===== src/rtl/alu_instr_sequencer.sv =====
// Control sequencer for a bus-based datapath: fetch (T0-T2), decode, execute, writeback.
// Ports: clock/clear, start/run handshake, ir; bus select, register enables, incPC,
// MDR_read, ALU_op, busy/done/illegal status. All outputs are registered Moore outputs.
module alu_instr_sequencer #(
   parameter int         REGW   = 4,
   parameter int         ALUW   = 4,
   parameter logic [4:0] OP_MUL = 5'h0F,
   parameter logic [4:0] OP_DIV = 5'h10,
   parameter logic [4:0] OP_NEG = 5'h11,
   parameter logic [4:0] OP_NOT = 5'h12,
   parameter int         MD_LAT = 4
) (
   input  logic            clock,
   input  logic            clear,
   input  logic            start,
   input  logic            run,
   input  logic [31:0]     ir,
   output logic [4:0]      BusDataSelect,
   output logic [REGW-1:0] GP_addr,
   output logic            e_PC,
   output logic            e_IR,
   output logic            e_Y,
   output logic            e_Z,
   output logic            e_HI,
   output logic            e_LO,
   output logic            e_MDR,
   output logic            e_MAR,
   output logic            e_GP,
   output logic            incPC,
   output logic            MDR_read,
   output logic [ALUW-1:0] ALU_op,
   output logic            busy,
   output logic            done,
   output logic            illegal
);

   // Bus source codes (HI/LO read-back codes 10000/10001 are not used by this sequencer).
   localparam logic [4:0] SEL_ZHI = 5'b10010;
   localparam logic [4:0] SEL_ZLO = 5'b10011;
   localparam logic [4:0] SEL_PC  = 5'b10100;
   localparam logic [4:0] SEL_MDR = 5'b10101;

   localparam int            CW       = (MD_LAT > 1) ? $clog2(MD_LAT) : 1;
   localparam logic [CW-1:0] CNT_LAST = CW'(MD_LAT - 1);

   typedef enum logic [3:0] {
      S_IDLE, S_T0, S_T1, S_T2, S_T3, S_T4, S_T4W,
      S_T5, S_T5M, S_T6, S_DONE, S_TRAP
   } state_t;

   state_t        state;
   logic [CW-1:0] cnt;

   // IR field decode
   logic [4:0]      opc;
   logic [REGW-1:0] ra, rb, rc;
   logic            is_rr, is_md, is_un;
   logic            unused_ir;

   assign opc       = ir[31:27];
   assign ra        = ir[23 +: REGW];
   assign rb        = ir[19 +: REGW];
   assign rc        = ir[15 +: REGW];
   assign is_rr     = (opc < OP_MUL);
   assign is_md     = (opc == OP_MUL) || (opc == OP_DIV);
   assign is_un     = (opc == OP_NEG) || (opc == OP_NOT);
   assign unused_ir = ^ir[14:0];

   // Each branch assigns the outputs belonging to the state being entered, so the
   // registered outputs always line up with the state register.
   always_ff @(posedge clock or posedge clear) begin
      if (clear) begin
         state         <= S_IDLE;
         cnt           <= '0;
         BusDataSelect <= '0;
         GP_addr       <= '0;
         e_PC  <= 1'b0; e_IR  <= 1'b0; e_Y   <= 1'b0; e_Z   <= 1'b0;
         e_HI  <= 1'b0; e_LO  <= 1'b0; e_MDR <= 1'b0; e_MAR <= 1'b0;
         e_GP  <= 1'b0;
         incPC    <= 1'b0;
         MDR_read <= 1'b0;
         ALU_op   <= '0;
         busy     <= 1'b0;
         done     <= 1'b0;
         illegal  <= 1'b0;
      end else begin
         // Enables are single-cycle pulses; ALU_op deliberately has no default (it holds).
         BusDataSelect <= '0;
         GP_addr       <= '0;
         e_PC  <= 1'b0; e_IR  <= 1'b0; e_Y   <= 1'b0; e_Z   <= 1'b0;
         e_HI  <= 1'b0; e_LO  <= 1'b0; e_MDR <= 1'b0; e_MAR <= 1'b0;
         e_GP  <= 1'b0;
         incPC    <= 1'b0;
         MDR_read <= 1'b0;
         busy     <= 1'b0;
         done     <= 1'b0;
         illegal  <= 1'b0;

         case (state)
            // start is honoured only in IDLE; after DONE/TRAP only run chains a fetch
            S_IDLE, S_DONE, S_TRAP: begin
               if ((state == S_IDLE) ? start : run) begin
                  state         <= S_T0;
                  busy          <= 1'b1;
                  BusDataSelect <= SEL_PC;
                  e_MAR         <= 1'b1;
                  incPC         <= 1'b1;
                  e_Z           <= 1'b1;
               end else begin
                  state <= S_IDLE;
               end
            end
            S_T0: begin
               state         <= S_T1;
               busy          <= 1'b1;
               BusDataSelect <= SEL_ZLO;
               e_PC          <= 1'b1;
               MDR_read      <= 1'b1;
               e_MDR         <= 1'b1;
            end
            S_T1: begin
               state         <= S_T2;
               busy          <= 1'b1;
               BusDataSelect <= SEL_MDR;
               e_IR          <= 1'b1;
            end
            S_T2: begin
               busy <= 1'b1;
               if (is_un) begin
                  // unary ops need no Y operand, so T3 is bypassed
                  state         <= S_T4;
                  BusDataSelect <= 5'(rb);
                  ALU_op        <= opc[ALUW-1:0];
               end else begin
                  // illegal opcodes still spend one quiet T3 cycle before trapping
                  state <= S_T3;
                  if (is_rr || is_md) begin
                     BusDataSelect <= 5'(rb);
                     e_Y           <= 1'b1;
                  end
               end
            end
            S_T3: begin
               if (is_rr) begin
                  state         <= S_T4;
                  busy          <= 1'b1;
                  BusDataSelect <= 5'(rc);
                  ALU_op        <= opc[ALUW-1:0];
                  e_Z           <= 1'b1;
               end else if (is_md) begin
                  state         <= S_T4W;
                  busy          <= 1'b1;
                  cnt           <= '0;
                  BusDataSelect <= 5'(rc);
                  ALU_op        <= opc[ALUW-1:0];
                  e_Z           <= (MD_LAT == 1);
               end else begin
                  state   <= S_TRAP;
                  done    <= 1'b1;
                  illegal <= 1'b1;
               end
            end
            S_T4: begin
               state         <= S_T5;
               busy          <= 1'b1;
               BusDataSelect <= SEL_ZLO;
               GP_addr       <= ra;
               e_GP          <= 1'b1;
            end
            S_T4W: begin
               busy <= 1'b1;
               if (cnt == CNT_LAST) begin
                  state         <= S_T5M;
                  BusDataSelect <= SEL_ZLO;
                  e_LO          <= 1'b1;
               end else begin
                  // operands stay on the bus; Z captures only on the final wait cycle
                  cnt           <= cnt + 1'b1;
                  BusDataSelect <= 5'(rc);
                  e_Z           <= (CW'(cnt + 1'b1) == CNT_LAST);
               end
            end
            S_T5M: begin
               state         <= S_T6;
               busy          <= 1'b1;
               BusDataSelect <= SEL_ZHI;
               e_HI          <= 1'b1;
            end
            S_T5, S_T6: begin
               state <= S_DONE;
               done  <= 1'b1;
            end
            default: state <= S_IDLE;
         endcase
      end
   end

endmodule


===== config.mk =====
export PLATFORM = sky130hd
export DESIGN_NAME = alu_instr_sequencer
export DESIGN_NICKNAME = d
export VERILOG_FILES = /design/src/rtl/alu_instr_sequencer.sv
export SDC_FILE = /design/constraint.sdc
export NUM_CORES = 1
export LEC_CHECK = 0
export CAP_MARGIN = 10
export CORE_ASPECT_RATIO = 0.9
export CORE_UTILIZATION = 31
export CTS_BUF_LIST = sky130_fd_sc_hd__clkbuf_4
export DETAILED_ROUTE_END_ITERATION = 16
export PLACE_DENSITY_LB_ADDON = 0.15
export SLEW_MARGIN = 20
export SYNTH_ARGS = -nofsm -noshare
export SYNTH_HDL_FRONTEND = slang
export SYNTH_SLANG_ARGS = --single-unit

===== constraint.sdc =====
create_clock -name clock -period 1.62 [get_ports clock]
set_clock_uncertainty 0.15 [all_clocks]
set_input_delay 0.324 -clock clock [delete_from_list [all_inputs] [get_ports clock]]
set_output_delay 0.324 -clock clock [all_outputs]
set_load 0.02 [all_outputs]

======== Word level (Yosys, flattened, before mapping) ========
Cells that the tools add are included.
word-level totals
  register bits ........................... 30
  output and inout port bits .............. 27
operators by class
  add/subtract/negate cells ............... 1
  order comparisons ....................... 1
  equal/unequal tests ..................... 23
  muxes and demuxes ....................... 44
  reductions and logical operators ........ 12
operators with widths
  operator              number
  $mux W4               11
  $pmux W4 S9           1
  $pmux W5 S7           1
  $mux W1               21
  $eq A4 B3 Y1 const B  4
  $eq A4 B4 Y1 const B  4
  $eq A5 B5 Y1 const B  3
  $mux W5               2
  $ne A2 B2 Y1 const B  5
  $eq A4 B2 Y1 const B  2
  $pmux W4 S2           1
  $mux W2               3
  $pmux W1 S3           2
  $reduce_or A6 Y1      1
  $eq A5 B4 Y1 const B  1
  $lt A5 B4 Y1 const B  1
  $eq A2 B2 Y1 const B  2
  $eq A4 B1 Y1 const B  1
  $logic_not A4 Y1      1
  $pmux W2 S2           1
  $reduce_and A4 Y1     1
  $reduce_bool A2 Y1    2
  $reduce_or A2 Y1      2
  $logic_or A1 B1 Y1    3
  other kinds (5)       5

======== Longest topological paths before layout ========
Gate-level depths: netlist of run 1.
  word-level depth ........................ 6
  depth in mapped cells ................... 6
  mapped depth without buffers ............ 5

======== Worst setup path after synthesis of run 1 ========
No wires, ideal clock.
  path kind ............................... input to register
  start point ............................. input port ir[27]
  end point ............................... register ALU_op[0]
  setup time .............................. 125 ps
  arrival time ............................ 1,507 ps
  data required time ...................... 1,345 ps
  path slack .............................. -162 ps
  stages .................................. 5
  buffers on the path ..................... 1
  cells stage by stage .................... buf_4 xor2_2 nand3_2 o41a_4 mux2_4
on the way
  word-level cells in the longest chain between the ends .. 4
ends and longest elaborated chain
  element                                               RTL line  text
  start: declaration                                    17        input logic [31:0] ir,
  branches (longest 4 deep; another with $lt A5 B4 Y1)  -
  end signal: assignment                                133       ALU_op <= opc[ALUW-1:0];
  end signal: assignment                                148       ALU_op <= opc[ALUW-1:0];
  end signal: assignment                                155       ALU_op <= opc[ALUW-1:0];
  end: declaration                                      31        output logic [ALUW-1:0] ALU_op,
Several ways; the timed one is not identified. The select of a mux whose other input is x is not followed.
A chain may end at the register's enable or synchronous reset.

======== Worst setup path in the final report of run 1 ========
  start point ............................. register state[3]
  end point ............................... register cnt[0]
on the way
  word-level cells in the longest chain between the ends .. 3
ends and longest elaborated chain
  element                                                       RTL line  text
  start: declaration                                            51        state_t state;
  start signal: assignment                                      73        state <= S_IDLE;
  start signal: assignment                                      103       state <= S_T0;
  start signal: assignment                                      110       state <= S_IDLE;
  $eq A4 B3 Y1                                                  99        case (state)
  $ne A2 B2 Y1 (no line) or $reduce_bool A2 Y1 (tied branches)  -
  $reduce_and A4 Y1 (no line)                                   -
  end signal: assignment                                        178       cnt <= cnt + 1'b1;
  end: declaration                                              52        logic [CW-1:0] cnt;
Parallel ways exist; a longest one is shown, timed or not.

==> summary.txt, run 1 <==
Achievable frequency: 0.6079 GHz
Levels on crit path: 3
Final-report max-slew violation count: 0
Final critical-path required period: 1.645 ns
Met3 demand-to-capacity share in global routing: 4.211%
Final HPWL DP: 3.023 mm
# IOs: 63
Routing usage on met2: 31.93%
Synth Area per Inst: 10.81 µm²
Flip-flop and latch area: 755.7 µm²
Final Util: 54.77%
WHS Path Cells: 2
Final Hold Viols: 0
CTS H-tree lvls: 2
Number of filler cells placed in the layout: 400
Root cell of the clock tree: sky130_fd_sc_hd__clkbuf_4
Yosys warnings: 0
Synthesized net count: 179
Maximum count of clock buffers along a single path: 2
Total routing usage reported by global routing: 17.33%
Kind of path behind the tightest hold check: primary input to flop
GRT met1 Usage: 20.28%
Final worst path period share: 101.5%
Worst ir drop on vdd: 0.8968 mV
Number of synthesized register bits: 30
Netlist area before placement: 1524 µm²
Antenna diode instance count: 0
Clock sink total: 30
I/O Buffers: 47
Cell count after synthesis: 141
Wire length per cell after detailed routing: 14.97 µm
Maximum number of pins on one net before global-route repair: 31
Crit Path Class: flop to flop
First-iteration detailed-routing DRC count: 66
Slowest cell delay on critical path: 0.51 ns
CP Launch Type: flop
Sum of overflow across all layers after global routing: 0
Peak-usage layer in the global routing report: met2
Share of layout cells above drive strength 1: 37.39%
Number of rows created at floorplan: 23
Post-CTS clock slew at the launch and capture registers of the worst setup and hold paths: 0.10 ns
Area of the placeable core: 4576 µm²
Sum of internal, switching and leakage power: 0.004381 W
PnR worst setup slack: -0.02509 ns
Largest fanout on the critical path: 10
Worst-Margin Slew: 0.3963 ns
Crit path max-delay family: flip-flops
Number of optimization iterations in the first detailed-route pass: 4
Primary FF master, synth: sky130_fd_sc_hd__dfrtp_1
Count of distinct cell types in the synthesized netlist: 46
Run status: finished, violations left
Number of global-route vias before repair: 1400
Via total after detailed routing: 1423
Proportion of synthesized chip area in sequential cells: 49.26%
Setup repair after global routing missed its margin: true
Buffers & Inverters on Critical Path: 0
Via/cell ratio: 5.011
DR DRC count: 0
Number of max-capacitance violations reported: 0
Final ANT Viol Nets: 0
Failing checks: negative setup slack
Worst path arrival time: 1.71 ns
Area of combinational cells with multiple inputs: 779.5 µm²
Die span in x: 75.91 µm
P&R area growth vs syn: 64.45%
Die outline area: 5201 µm²
Accumulated negative setup slack: -0.06607 ns
Number of CTS-inserted buffers: 5
Worst reg-to-reg path cell count: 3
Required time at the endpoint of the critical path: 1.68 ns
Number of enable-type register cells in the synthesized netlist: 0
CP max stage cell: sky130_fd_sc_hd__dfrtp_2
Antenna violations before repair: 0
Routability congestion estimate: 0.8866
TritonCTS clock tree: yes
Drt total wl: 4.251 mm
Wire length of the first global-routing pass: 6.831 mm
Final net count: 259
Setup-violating endpoint count in the final report: 5
Headroom to the max-slew limit: 73.46%
Critical Path Sink Type: flop
Insertion delay to the later sink of the worst-skew pair: 0.33 ns
Pwr dens: 1748 nW/µm²
Leakage: 1.256 nW
Chain of cells forming the critical path: or3b_4, o21bai_4, a22o_1
Die outline height: 68.52 µm
Share of async-settable or async-resettable flops after synthesis: 100.0%
Initial core utilization: 33.31%
==> routing by layer <==
metal	part of all wire [%]	up-vias
li1	-	663
met1	42	701
met2	51	46
met3	4.2	13
met4	2.0	0
met5	0	-
==> sequential cells by signal, summed over array words and instances (netlist names) <==
signal / cells
done: 1
e_IR: 1
busy: 1
e_LO: 1
ALU_op: 4
e_Z: 1
e_HI: 1
illegal: 1
BusDataSelect: 5
incPC: 1
GP_addr: 4
e_GP: 1
e_Y: 1
cnt: 2
state: 4
MDR_read: 1
==> logic make-up after synthesis <==
group                      after synthesis  synth area share, %
buffers and inverters                   20                6.650
adders and majority gates                2                1.642
DFF                                     30                49.26
xor gates and xnor gates                 2                1.642
and+or+nand+nor                         44                16.01
AOI/OAI and AO/OA                       39                20.86
muxes                                    4                3.941
==> cell type report <==
class	count	share of cell area (%)
clock buffer	5	1.498
sequential	30	30.15
inverter	7	1.198
timing repair buffer	86	30.40
tap	62	3.095
multi-input combinational	91	31.10
clock inverter	3	2.546
==> layout by cell type, fill, tap and decap left out, types with 3 or more instances in the layout <==
| master | netlist | routed |
|---|---|---|
| sky130_fd_sc_hd__buf_4 | 4 | 31 |
| sky130_fd_sc_hd__dlygate4sd2_1 | 0 | 28 |
| sky130_fd_sc_hd__dfrtp_1 | 30 | 26 |
| sky130_fd_sc_hd__clkdlybuf4s50_1 | 0 | 15 |
| sky130_fd_sc_hd__nor2_1 | 9 | 7 |
| sky130_fd_sc_hd__o21ai_0 | 8 | 7 |
| sky130_fd_sc_hd__buf_6 | 1 | 7 |
| sky130_fd_sc_hd__inv_1 | 7 | 6 |
| sky130_fd_sc_hd__nand3_1 | 5 | 5 |
| sky130_fd_sc_hd__a21oi_1 | 7 | 5 |
| sky130_fd_sc_hd__clkbuf_4 | 0 | 5 |
| sky130_fd_sc_hd__and2_1 | 4 | 4 |
| sky130_fd_sc_hd__mux2_4 | 4 | 4 |
| sky130_fd_sc_hd__dfrtp_2 | 0 | 4 |
| sky130_fd_sc_hd__and3_1 | 3 | 3 |
| sky130_fd_sc_hd__a21o_1 | 3 | 3 |
| sky130_fd_sc_hd__or3b_4 | 0 | 3 |
| sky130_fd_sc_hd__nor3_1 | 4 | 3 |
| sky130_fd_sc_hd__nand2_1 | 5 | 3 |
==> path summary, 6_finish.rpt <==
path                            slack (ns)      start         to
worst min-delay path                   0.1     ir[27]  ALU_op[0]
min in group asynchronous             0.18      clear       e_HI
worst max register to register       -0.03   state[3]     cnt[0]
worst max-delay path                 -0.03   state[3]     cnt[0]
max in group asynchronous             0.97      clear   state[3]
worst min register to register        0.37  ALU_op[0]  ALU_op[0]
==> what timing repair did <==
action | in CTS | in global routing
pin swaps | 6 | 12
buffers inserted | 3 | 3
endpoints found under the setup margin | 45 | 16
resized for setup | 56 | 26
cloned | 0 | 0
hold buffers | 0 | 0
==> power breakdown <==
part / leakage, nW / total, W / switching [W] / internal, W
sequential: 0.384 / 0.00122 / 0.000192 / 0.00102
clock: 0.0528 / 0.000746 / 0.000271 / 0.000476
combinational: 0.819 / 0.00242 / 0.00121 / 0.00121
total: 1.26 / 0.00438 / 0.00168 / 0.00270
==> Yosys cell counts, drive strengths merged, types with 2 or more instances <==
master  count  area [µm²]
a21oi       7       35.03
o211ai      2       15.01
or3b        3       26.28
inv         7       26.28
nand2b      3       18.77
xor2        2       25.03
o41a        2       42.54
clkbuf      3       11.26
a221o       2       20.02
nor2b       3       18.77
nand2       5       18.77
nor3        4       20.02
a21o        3       22.52
and3        3       18.77
ha          2       25.02
o21ai       8       40.04
mux2        4       60.06
buf        10       63.81
dfrtp      30       750.7
nor2        9       33.78
nand3       6       35.03
and2        4       25.02
==> per-stage QoR <==
step           worst slack (ns)  cell area (µm²)  instances  hold slack (ns)
5_1_grt                -0.07816             2506        284          0.08935
4_1_cts                -0.06646             2422        281          0.09063
3_3_place_gp            -0.6359             2270        270           0.3466
2_1_floorplan          -0.06707             1548        141           0.2648
3_5_place_dp            -0.6463             2270        270           0.3550
6_report               -0.02509             2506        284          0.09737
Note: power is estimated with default switching activity, not from simulation.
==> inputs of run 2 (changes only) <==
--- a/config.mk
+++ b/config.mk
@@ -5,6 +5,7 @@
 export SDC_FILE = /design/constraint.sdc
 export NUM_CORES = 1
 export LEC_CHECK = 0
+export ABC_CLOCK_PERIOD_IN_PS = 1620
 export CAP_MARGIN = 10
 export CORE_ASPECT_RATIO = 0.9
 export CORE_UTILIZATION = 31
==> results of run 2 <==
Same layout as run 1: the final DEF is identical, and so are final timing and power.
==> inputs of run 3 (changes only) <==
--- a/config.mk
+++ b/config.mk
@@ -9,7 +9,7 @@
 export CAP_MARGIN = 10
 export CORE_ASPECT_RATIO = 0.9
 export CORE_UTILIZATION = 31
-export CTS_BUF_LIST = sky130_fd_sc_hd__clkbuf_4
+export CTS_BUF_LIST = sky130_fd_sc_hd__clkbuf_16
 export DETAILED_ROUTE_END_ITERATION = 16
 export PLACE_DENSITY_LB_ADDON = 0.15
 export SLEW_MARGIN = 20
==> run 3 against run 2 <==
Compared with the run above: the flow now finishes without violations; final area is 4.1% higher; register-to-register slack better by 0.03 ns; sequential power hardly changed; die area stayed put; power is 10% higher; global-route usage is 0.81 points higher; largest power group unchanged; critical endpoint is now ALU_op[3]; utilization is 2.2 points higher; critical path depth is 1 lower.
==> summary.txt, run 3 (synthesized netlist as in run 1, its figures left out) <==
Routability congestion estimate: 0.8866
Placed cell count: 270
Via/cell ratio: 4.934
Comb pwr share: 50.0%
Part of the total power dissipated in sequential elements: 25.1%
Die outline height: 68.52 µm
Final critical-path required period: 1.619 ns
Top sig layer: met4
Leakage: 1.316 nW
Slowest cell delay on critical path: 0.56 ns
CP max stage cell: sky130_fd_sc_hd__o41a_4
Chain of cells forming the critical path: o41a_4, mux2_4
Antenna violations before repair: 0
Root cell of the clock tree: sky130_fd_sc_hd__clkbuf_16
Headroom to the max-slew limit: 74.04%
PnR worst setup slack: 0.0008830 ns
Maximum number of pins on one net before global-route repair: 31
Final-report max-slew violation count: 0
P&R area growth vs syn: 71.18%
Kind of path behind the tightest hold check: primary input to flop
Number of filler cells placed in the layout: 386
Leading cell type in the layout, fill and taps excluded: sky130_fd_sc_hd__buf_4
Most frequent cells in the layout: sky130_fd_sc_hd__buf_4 (34), sky130_fd_sc_hd__dlygate4sd2_1 (28), sky130_fd_sc_hd__dfrtp_1 (26)
Worst-Margin Slew: 0.3894 ns
Total routing usage reported by global routing: 18.14%
Final Hold Viols: 0
Number of rows created at floorplan: 23
Die span in x: 75.91 µm
Share of layout cells above drive strength 1: 38.05%
Clock sink total: 30
Final cell count without fillers: 288
Final net count: 263
Achievable frequency: 0.6176 GHz
Crit Path Class: flop to flop
Setup-violating endpoint count in the final report: 0
Net switching power: 0.001728 W
Clock share of power: 24.9%
Drt total wl: 4.354 mm
Routed wire length on met3: 179 µm
Number of CTS-inserted buffers: 5
Largest register by flop count: BusDataSelect
Sum of internal, switching and leakage power: 0.004840 W
Post-route worst hold slack: 0.2275 ns
CTS H-tree lvls: 2
Antenna diode instance count: 0
Number of optimization iterations in the first detailed-route pass: 4
TritonCTS clock tree: yes
Largest fanout on the critical path: 6
Insertion delay to the later sink of the worst-skew pair: 0.28 ns
CP Launch Type: flop
DR DRC count: 0
Required time at the endpoint of the critical path: 1.63 ns
I/O Buffers: 47
Run status: finished, final reports clean
Final HPWL DP: 3.023 mm
Sum of overflow across all layers after global routing: 0
Proportion of total power due to net switching: 35.70%
Area of the placeable core: 4576 µm²
Internal Dissipation: 0.003112 W
Critical Path Sink Type: flop
Worst-case setup slack after placement: -0.6463 ns
Maximum count of clock buffers along a single path: 2
Largest register FFs: 5
Met1 Wirelength: 1.836 mm
First-iteration detailed-routing DRC count: 70
Final worst path period share: 99.95%
Number of max-capacitance violations reported: 0
Post-CTS clock slew at the launch and capture registers of the worst setup and hold paths: 0.05 ns
Worst ir drop on vdd: 1.014 mV
Number of global-route vias before repair: 1414
Initial core utilization: 33.31%
Wire length per cell after detailed routing: 15.12 µm
Worst path arrival time: 1.63 ns
Via total after detailed routing: 1421
Wire length of the first global-routing pass: 6.982 mm
Pwr dens: 1855 nW/µm²
Setup repair after global routing missed its margin: true
Routed length on met2: 2.287 mm
Final ANT Viol Nets: 0
Die outline area: 5201 µm²
# IOs: 63
==> run 3: through the flow <==
step / TNS [ns] / cell area, µm² / util, %
finish: 0 / 2609 / 57.01
global route: -0.2422 / 2609 / 57.01
CTS: -0.08254 / 2492 / 54.47
detailed placement: -9.604 / 2270 / 49.60
global placement: -8.989 / 2270 / 49.60
floorplan: -0.3255 / 1548 / -
==> run 3: worst max-delay path: cells and delay by family, from the launching register on <==
family | cells | cell delay (ns)
compound gates | 1 | 0.56
flops | 1 | 0.48
mux | 1 | 0.32
==> run 3: final timing paths <==
check	from	to	slack (ns)	depth (start not counted)
min in group asynchronous	clear	e_HI	0.24	3
hold reg to reg	ALU_op[0]	ALU_op[0]	0.35	1
max in group asynchronous	clear	state[3]	0.90	3
hold / removal	ir[27]	ALU_op[0]	0.23	3
setup reg to reg	state[2]	ALU_op[3]	0.0009	2
setup / recovery	state[2]	ALU_op[3]	0.0009	2
==> run 3: power groups by stage <==
stage	Clock, W	Combinational [W]	Sequential [W]
6_report	0.00120	0.00242	0.00122
5_1_grt	0.00125	0.00263	0.00125
4_1_cts	0.00122	0.00224	0.00120
3_5_place_dp	0	0.00226	0.00122
3_3_place_gp	0	0.00221	0.00121
2_1_floorplan	0	0.00105	0.00139
==> run 3: repair_timing <==
item	CTS	global route
setup endpoints to repair	45	17
hold buffers	0	0
gates cloned	0	0
gates resized for setup	61	23
buffers inserted	5	5
pin swaps	8	11
==> run 3: layout make-up <==
type	instances	area [µm²]	share of cell area, %
multi-input combinational	91	769.5	29.50
timing repair buffer	90	788.3	30.22
clock buffer	5	125.1	4.796
inverter	7	28.78	1.103
clock inverter	3	63.81	2.446
sequential	30	755.7	28.97
tap	62	77.57	2.974
==> run 3: metal layers <==
layer | global-route usage (%) | vias up
li1 | - | 674
met1 | 20.79 | 700
met2 | 32.39 | 40
met3 | 5.658 | 7
met4 | 7.452 | 0
met5 | 0 | -
